==> config.mk <==
export PLATFORM = sky130hd
export DESIGN_NAME = bilinear_downsample_ctrl
export DESIGN_NICKNAME = d
export VERILOG_FILES = /design/src/rtl/bilinear_downsample_ctrl.sv
export SDC_FILE = /design/constraint.sdc
export NUM_CORES = 1
export LEC_CHECK = 0
export ABC_CLOCK_PERIOD_IN_PS = 11250
export CAP_MARGIN = 5
export CORE_UTILIZATION = 35
export DETAILED_ROUTE_END_ITERATION = 10
export SETUP_SLACK_MARGIN = 0.05
export SLEW_MARGIN = 20
export SYNTH_ARGS = -nofsm -noshare
export SYNTH_HDL_FRONTEND = slang
export SYNTH_SLANG_ARGS = --single-unit
==> constraint.sdc <==
create_clock -name clk -period 11.25 [get_ports clk]
set_input_delay 2.25 -clock clk [delete_from_list [all_inputs] [get_ports clk]]
set_output_delay 2.25 -clock clk [all_outputs]
set_load 0.01 [all_outputs]
==> src/rtl/bilinear_downsample_ctrl.sv <==
`default_nettype none
// ============================================================================
// bilinear_downsample_ctrl -- raster-scan sequencer for bilinear downsampling.
// Optional feature macro: BILIN_DS_STALL_CNT_EN (adds 32-bit stall_cnt port).
// Revision: 1.0
// ============================================================================
module bilinear_downsample_ctrl #(
   parameter int ADDR_W = 12,
   parameter int DIM_W  = 8
) (
   input  logic              clk,
   input  logic              rst_n,
   input  logic              start,
   input  logic [DIM_W-1:0]  in_w,
   input  logic [DIM_W-1:0]  in_h,
   input  logic [DIM_W-1:0]  out_w,
   input  logic [DIM_W-1:0]  out_h,
   input  logic [15:0]       step_x,
   input  logic [15:0]       step_y,
   output logic              rd_en,
   output logic [ADDR_W-1:0] rd_addr,
   input  logic [7:0]        rd_data,
   output logic [15:0]       ip_x,
   output logic [15:0]       ip_y,
   output logic [7:0]        ip_a1,
   output logic [7:0]        ip_a2,
   output logic [7:0]        ip_a3,
   output logic [7:0]        ip_a4,
   input  logic [7:0]        ip_v,
   output logic              out_valid,
   input  logic              out_ready,
   output logic [7:0]        out_data,
   output logic              out_last,
   output logic              busy,
   output logic              done
`ifdef BILIN_DS_STALL_CNT_EN
   ,
   output logic [31:0]       stall_cnt
`endif
);

   localparam logic [DIM_W-1:0] ONE = DIM_W'(1);

   typedef enum logic [2:0] {
      S_IDLE  = 3'd0,
      S_FETCH = 3'd1,
      S_WAIT  = 3'd2,
      S_CALC  = 3'd3,
      S_OUT   = 3'd4,
      S_FIN   = 3'd5
   } state_t;

   state_t            state_q, state_d;
   logic [1:0]        k_q, k_d;
   logic [15:0]       ax_q, ax_d, ay_q, ay_d;
   logic [DIM_W-1:0]  ox_q, ox_d, oy_q, oy_d;
   logic [DIM_W-1:0]  in_w_q, in_w_d, in_h_q, in_h_d;
   logic [DIM_W-1:0]  out_w_q, out_w_d, out_h_q, out_h_d;
   logic [15:0]       step_x_q, step_x_d, step_y_q, step_y_d;
   logic [7:0]        a1_q, a1_d, a2_q, a2_d, a3_q, a3_d;
   logic [15:0]       ip_x_q, ip_x_d, ip_y_q, ip_y_d;
   logic [7:0]        ip_a1_q, ip_a1_d, ip_a2_q, ip_a2_d;
   logic [7:0]        ip_a3_q, ip_a3_d, ip_a4_q, ip_a4_d;
   logic [7:0]        out_data_q, out_data_d;
   logic              out_last_q, out_last_d;
   logic              rd_en_q, rd_en_d;
   logic [ADDR_W-1:0] rd_addr_q, rd_addr_d;

   // Neighbour k (0..3 = a1..a4) address; integer part is clamped to the map edge.
   function automatic logic [ADDR_W-1:0] nb_addr(
      input logic [15:0]      ax,
      input logic [15:0]      ay,
      input logic [DIM_W-1:0] w,
      input logic [DIM_W-1:0] h,
      input logic [1:0]       k
   );
      logic [DIM_W-1:0]   x0, x1, y0, y1, col, row;
      logic [2*DIM_W-1:0] lin;
      x0 = DIM_W'(ax[15:8]);
      y0 = DIM_W'(ay[15:8]);
      if (x0 >= w - ONE) begin
         x0 = w - ONE;
         x1 = x0;
      end else begin
         x1 = x0 + ONE;
      end
      if (y0 >= h - ONE) begin
         y0 = h - ONE;
         y1 = y0;
      end else begin
         y1 = y0 + ONE;
      end
      col = k[0] ? x1 : x0;
      row = k[1] ? y1 : y0;
      lin = (2*DIM_W)'(row) * (2*DIM_W)'(w) + (2*DIM_W)'(col);
      return ADDR_W'(lin);
   endfunction

   always_comb begin
      state_d    = state_q;
      k_d        = k_q;
      ax_d       = ax_q;
      ay_d       = ay_q;
      ox_d       = ox_q;
      oy_d       = oy_q;
      in_w_d     = in_w_q;
      in_h_d     = in_h_q;
      out_w_d    = out_w_q;
      out_h_d    = out_h_q;
      step_x_d   = step_x_q;
      step_y_d   = step_y_q;
      a1_d       = a1_q;
      a2_d       = a2_q;
      a3_d       = a3_q;
      ip_x_d     = ip_x_q;
      ip_y_d     = ip_y_q;
      ip_a1_d    = ip_a1_q;
      ip_a2_d    = ip_a2_q;
      ip_a3_d    = ip_a3_q;
      ip_a4_d    = ip_a4_q;
      out_data_d = out_data_q;
      out_last_d = out_last_q;
      rd_en_d    = 1'b0;
      rd_addr_d  = rd_addr_q;

      case (state_q)
         S_IDLE: begin
            if (start) begin
               in_w_d   = in_w;
               in_h_d   = in_h;
               out_w_d  = out_w;
               out_h_d  = out_h;
               step_x_d = step_x;
               step_y_d = step_y;
               ax_d     = 16'd0;
               ay_d     = 16'd0;
               ox_d     = '0;
               oy_d     = '0;
               k_d      = 2'd0;
               state_d  = (out_w == '0 || out_h == '0) ? S_FIN : S_FETCH;
            end
         end
         S_FETCH: begin
            // Read data trails the strobe by one cycle, so slot k holds neighbour k-1.
            case (k_q)
               2'd1:    a1_d = rd_data;
               2'd2:    a2_d = rd_data;
               2'd3:    a3_d = rd_data;
               default: ;
            endcase
            if (k_q == 2'd3) begin
               state_d = S_WAIT;
            end else begin
               k_d = k_q + 2'd1;
            end
         end
         S_WAIT: begin
            ip_x_d  = ax_q;
            ip_y_d  = ay_q;
            ip_a1_d = a1_q;
            ip_a2_d = a2_q;
            ip_a3_d = a3_q;
            ip_a4_d = rd_data;
            state_d = S_CALC;
         end
         S_CALC: begin
            out_data_d = ip_v;
            out_last_d = (ox_q == out_w_q - ONE) && (oy_q == out_h_q - ONE);
            state_d    = S_OUT;
         end
         S_OUT: begin
            if (out_ready) begin
               if (ox_q == out_w_q - ONE) begin
                  ox_d = '0;
                  ax_d = 16'd0;
                  oy_d = oy_q + ONE;
                  ay_d = ay_q + step_y_q;
               end else begin
                  ox_d = ox_q + ONE;
                  ax_d = ax_q + step_x_q;
               end
               k_d     = 2'd0;
               state_d = out_last_q ? S_FIN : S_FETCH;
            end
         end
         S_FIN: begin
            state_d = S_IDLE;
         end
         default: begin
            state_d = S_IDLE;
         end
      endcase

      // Registered strobe/address track the state being entered so they align with it.
      rd_en_d = (state_d == S_FETCH);
      if (rd_en_d) begin
         rd_addr_d = nb_addr(ax_d, ay_d, in_w_d, in_h_d, k_d);
      end
   end

   always_ff @(posedge clk or negedge rst_n) begin
      if (!rst_n) begin
         state_q    <= S_IDLE;
         k_q        <= 2'd0;
         ax_q       <= 16'd0;
         ay_q       <= 16'd0;
         ox_q       <= '0;
         oy_q       <= '0;
         in_w_q     <= '0;
         in_h_q     <= '0;
         out_w_q    <= '0;
         out_h_q    <= '0;
         step_x_q   <= 16'd0;
         step_y_q   <= 16'd0;
         a1_q       <= 8'd0;
         a2_q       <= 8'd0;
         a3_q       <= 8'd0;
         ip_x_q     <= 16'd0;
         ip_y_q     <= 16'd0;
         ip_a1_q    <= 8'd0;
         ip_a2_q    <= 8'd0;
         ip_a3_q    <= 8'd0;
         ip_a4_q    <= 8'd0;
         out_data_q <= 8'd0;
         out_last_q <= 1'b0;
         rd_en_q    <= 1'b0;
         rd_addr_q  <= '0;
      end else begin
         state_q    <= state_d;
         k_q        <= k_d;
         ax_q       <= ax_d;
         ay_q       <= ay_d;
         ox_q       <= ox_d;
         oy_q       <= oy_d;
         in_w_q     <= in_w_d;
         in_h_q     <= in_h_d;
         out_w_q    <= out_w_d;
         out_h_q    <= out_h_d;
         step_x_q   <= step_x_d;
         step_y_q   <= step_y_d;
         a1_q       <= a1_d;
         a2_q       <= a2_d;
         a3_q       <= a3_d;
         ip_x_q     <= ip_x_d;
         ip_y_q     <= ip_y_d;
         ip_a1_q    <= ip_a1_d;
         ip_a2_q    <= ip_a2_d;
         ip_a3_q    <= ip_a3_d;
         ip_a4_q    <= ip_a4_d;
         out_data_q <= out_data_d;
         out_last_q <= out_last_d;
         rd_en_q    <= rd_en_d;
         rd_addr_q  <= rd_addr_d;
      end
   end

   assign rd_en     = rd_en_q;
   assign rd_addr   = rd_addr_q;
   assign ip_x      = ip_x_q;
   assign ip_y      = ip_y_q;
   assign ip_a1     = ip_a1_q;
   assign ip_a2     = ip_a2_q;
   assign ip_a3     = ip_a3_q;
   assign ip_a4     = ip_a4_q;
   assign out_valid = (state_q == S_OUT);
   assign out_data  = out_data_q;
   assign out_last  = out_last_q;
   assign busy      = (state_q == S_FETCH) || (state_q == S_WAIT) ||
                      (state_q == S_CALC)  || (state_q == S_OUT);
   assign done      = (state_q == S_FIN);

`ifdef BILIN_DS_STALL_CNT_EN
   logic [31:0] stall_cnt_q, stall_cnt_d;

   always_comb begin
      stall_cnt_d = stall_cnt_q;
      if (state_q == S_IDLE && start) begin
         stall_cnt_d = 32'd0;
      end else if (out_valid && !out_ready && stall_cnt_q != 32'hFFFF_FFFF) begin
         stall_cnt_d = stall_cnt_q + 32'd1;
      end
   end

   always_ff @(posedge clk or negedge rst_n) begin
      if (!rst_n) begin
         stall_cnt_q <= 32'd0;
      end else begin
         stall_cnt_q <= stall_cnt_d;
      end
   end

   assign stall_cnt = stall_cnt_q;
`endif

endmodule
`default_nettype wire

==> results.yml <==
power:
  ir_drop_mv: 0.138
  power.leakage_nw: 7.92
  totalPowerFinal_mw: 4.38
  pwr_density_cell_nw_per_um2: 260
layout:
  drive_above_1_share_pct: 13.5
  diodes: 0
  finalNetCount: 1738
  area_growth_syn_to_layout_pct: 24.9
die:
  die_h_um: 199
  die_w_um: 199
  initial_core_utilization_pct: 35.7
  core_area_um2: 37800
  num_rows: 71
  die-area_um2: 39400
  io_pins: 173
global_routing:
  grt_max_degree: 96
  grt_antenna_before_repair: 0
  grt.overflow.total: 0
  grt_first_pass_wirelength_um: 55100
  grt.total_usage_pct: 17.6
  first_global_vias: 10500
clocking:
  cts.sink_count: 227
  cts-resized-gates: 0
  cts_setup_buffers: 0
  cts_inserted_buffers: 27
  htree_levels: 1
  insertion_delay_ns: 0.57
  tritoncts_clock_tree: "yes"
  hold_buffers: 0
  ctsLongestPathBuffers: 3
  cts_root_buffer: "clkbuf_16"
  clk_transition_reported_paths_ns: 0.06
drt:
  post_detailed_routing_wire_length_um: 33900
  detailroute.via_count: 10300
  route.detailed.wl_per_inst_um: 16.4
  wl_met2_um: 15300
  met1Wirelength_um: 15900
  highest_layer: "met4"
  drt_pre_antenna_iters: 5
  drt-vias-per-instance: 4.98
  antenna_violating_nets_left: 0
  drt_drc_violations_left: 0
  wl_met3_um: 1820
  drt_first_iter_violations: 542
setup_path:
  path_class: "in -> reg"
  cp-end-kind: "flip-flop"
  r2r_setup_slack_ns: 1.49
  critical_path.startpoint_type: "input port"
  arrival_ns: 10.83
  cp_slowest_stage_delay_ns: 0.55
  worst_ep_required_time_ns: 11.66
  crit_fanout: 26
  crit_slowest_cell: "clkdlybuf4s50_1"
job:
  maxCapViolations: 0
logic_synthesis:
  syn-cell-area_um2: 13500
  syn-num-nets: 1541
  synth_common_cells: "dfrtp_1 (227), nand2_1 (227), mux2_2 (100), inv_1 (99)"
  synth.top_cell.area_share_pct: 42.0
  synth-warning-count: 0
  syn_area_per_cell_um2: 10.1
  async_reset_ff_share_pct: 100
  postSynthRegisterBits: 227
  synth_top_area_cell: "dfrtp_1"
  yosysUniqueCellTypes: 80
  synthesis.instances: 1339
  post_synth_edffs: 0
  dominantRegCellSynth: "dfrtp_1"
  synth.top_cells.by_area: "dfrtp_1 (42%), mux2_2 (8.3%), ha_1 (7.1%), nand2_1 (6.3%), fa_1 (6.1%)"
  yosysSeqAreaShare_pct: 42.0
sta:
  final-hold-violation-count: 0
  timing.clock.skew_ns: 0.0220
  final_period_minus_worst_setup_slack_ns: 10.42
  final.period_utilization_pct: 92.6
  max_freq_mhz: 96.0
  rsz0062_at_grt: "false"
  max_slew.worst_pin.slew_ns: 0.955
  slew-limit-headroom_pct: 36.1
  setup_viol: 0
  report.final.slew_viol_count: 0
  setup_tns_ns: 0
status:
  run_status: "complete, no violations"
placed_design:
  port_buffers: 172
  dp_hpwl_um: 25000
  place.gp.congestion: 0.872
worst_hold_path:
  hold_path_class: "reg -> reg"
==> worst max-delay path: cells and delay by family <==
family | cells | cell delay [ns]
buffers and inverters | 5 | 0.91
adders and majority gates | 6 | 2.46
AOI/OAI and AO/OA | 13 | 2.70
xor gates and xnor gates | 3 | 0.84
and+or+nand+nor | 7 | 1.25
muxes | 1 | 0.41
==> through the flow <==
stage | worst slack [ns] | cell area (µm²) | cells | hold WS, ns | util [%]
final | 0.831 | 16900 | 2063 | 0.480 | 44.6
after global routing | 0.124 | 16900 | 2063 | 0.504 | 44.6
after CTS | 0.787 | 16900 | 2063 | 0.486 | 44.6
after detailed placement | 0.230 | 16000 | 2018 | 0.469 | 42.2
after global placement | 0.449 | 16000 | 2018 | 0.466 | 42.2
after floorplan | 0.414 | 13500 | 1339 | 0.450 | -
==> power by group <==
part / switching [mW] / total (mW) / internal, mW / leakage (nW)
Sequential: 0.195 / 1.32 / 1.13 / 2.90
Combinational: 1.18 / 2.16 / 0.983 / 4.58
Clock: 0.355 / 0.901 / 0.545 / 0.437
Total: 1.73 / 4.38 / 2.66 / 7.92
==> cells in the final DEF, fill, tap and decap left out, types with 25 or more instances in the layout <==
master	count
xor2_1	33
inv_1	99
buf_4	31
nor2_1	77
fa_1	41
ha_1	77
xnor2_1	46
o21ai_0	60
nand3_1	25
a21oi_1	49
mux2_2	100
dfrtp_1	227
clkbuf_16	27
nand2_1	227
clkdlybuf4s50_1	171
nand2b_1	26
==> final cells by class <==
type	instances	area [µm²]
fill	3657	21000
multi-input combinational	974	7310
sequential	227	5680
timing repair buffer	204	1980
clock buffer	35	726
tap	511	639
inverter	102	383
clock inverter	10	171
==> state kept, by name, summed over array words and instances (netlist names), 12 cells and up <==
| register | count |
|---|---|
| ay_q | 16 |
| ax_q | 16 |
| step_y_q | 16 |
| ip_y | 16 |
| ip_x | 16 |
| step_x_q | 16 |
| rd_addr | 12 |
==> per-layer routing <==
metal / up-vias / track usage [%]
met5: - / 0
met4: 0 / 5.19
met3: 50 / 2.97
met2: 241 / 28.3
met1: 5035 / 24.1
li1: 4956 / -
==> worst paths after layout <==
path,start,endpoint,cells past startpoint
setup / recovery,start,rd_addr[11]$_DFFE_PN0P_,35
hold / removal,rd_addr[0]$_DFFE_PN0P_,rd_addr[0]$_DFFE_PN0P_,2
setup reg to reg,out_w_q[0]$_DFFE_PN0P_,rd_addr[11]$_DFFE_PN0P_,37
hold reg to reg,rd_addr[0]$_DFFE_PN0P_,rd_addr[0]$_DFFE_PN0P_,2
max in group asynchronous,rst_n,in_w_q[1]$_DFF_PN0_,2
min in group asynchronous,rst_n,out_data[4]$_DFFE_PN0N_,1
==> cells by family (layout without fill, tap and decap cells) <==
logic type | Yosys count | count (layout) | synth area share [%]
buffers and inverters | 138 | 351 | 4.15
AOI/OAI and AO/OA | 201 | 201 | 9.62
DFF | 227 | 227 | 42.0
xor gates and xnor gates | 80 | 80 | 5.29
and+or+nand+nor | 453 | 453 | 15.8
muxes | 122 | 122 | 9.96
adders and majority gates | 118 | 118 | 13.2
No activity file was read; power rests on OpenSTA's default activity.
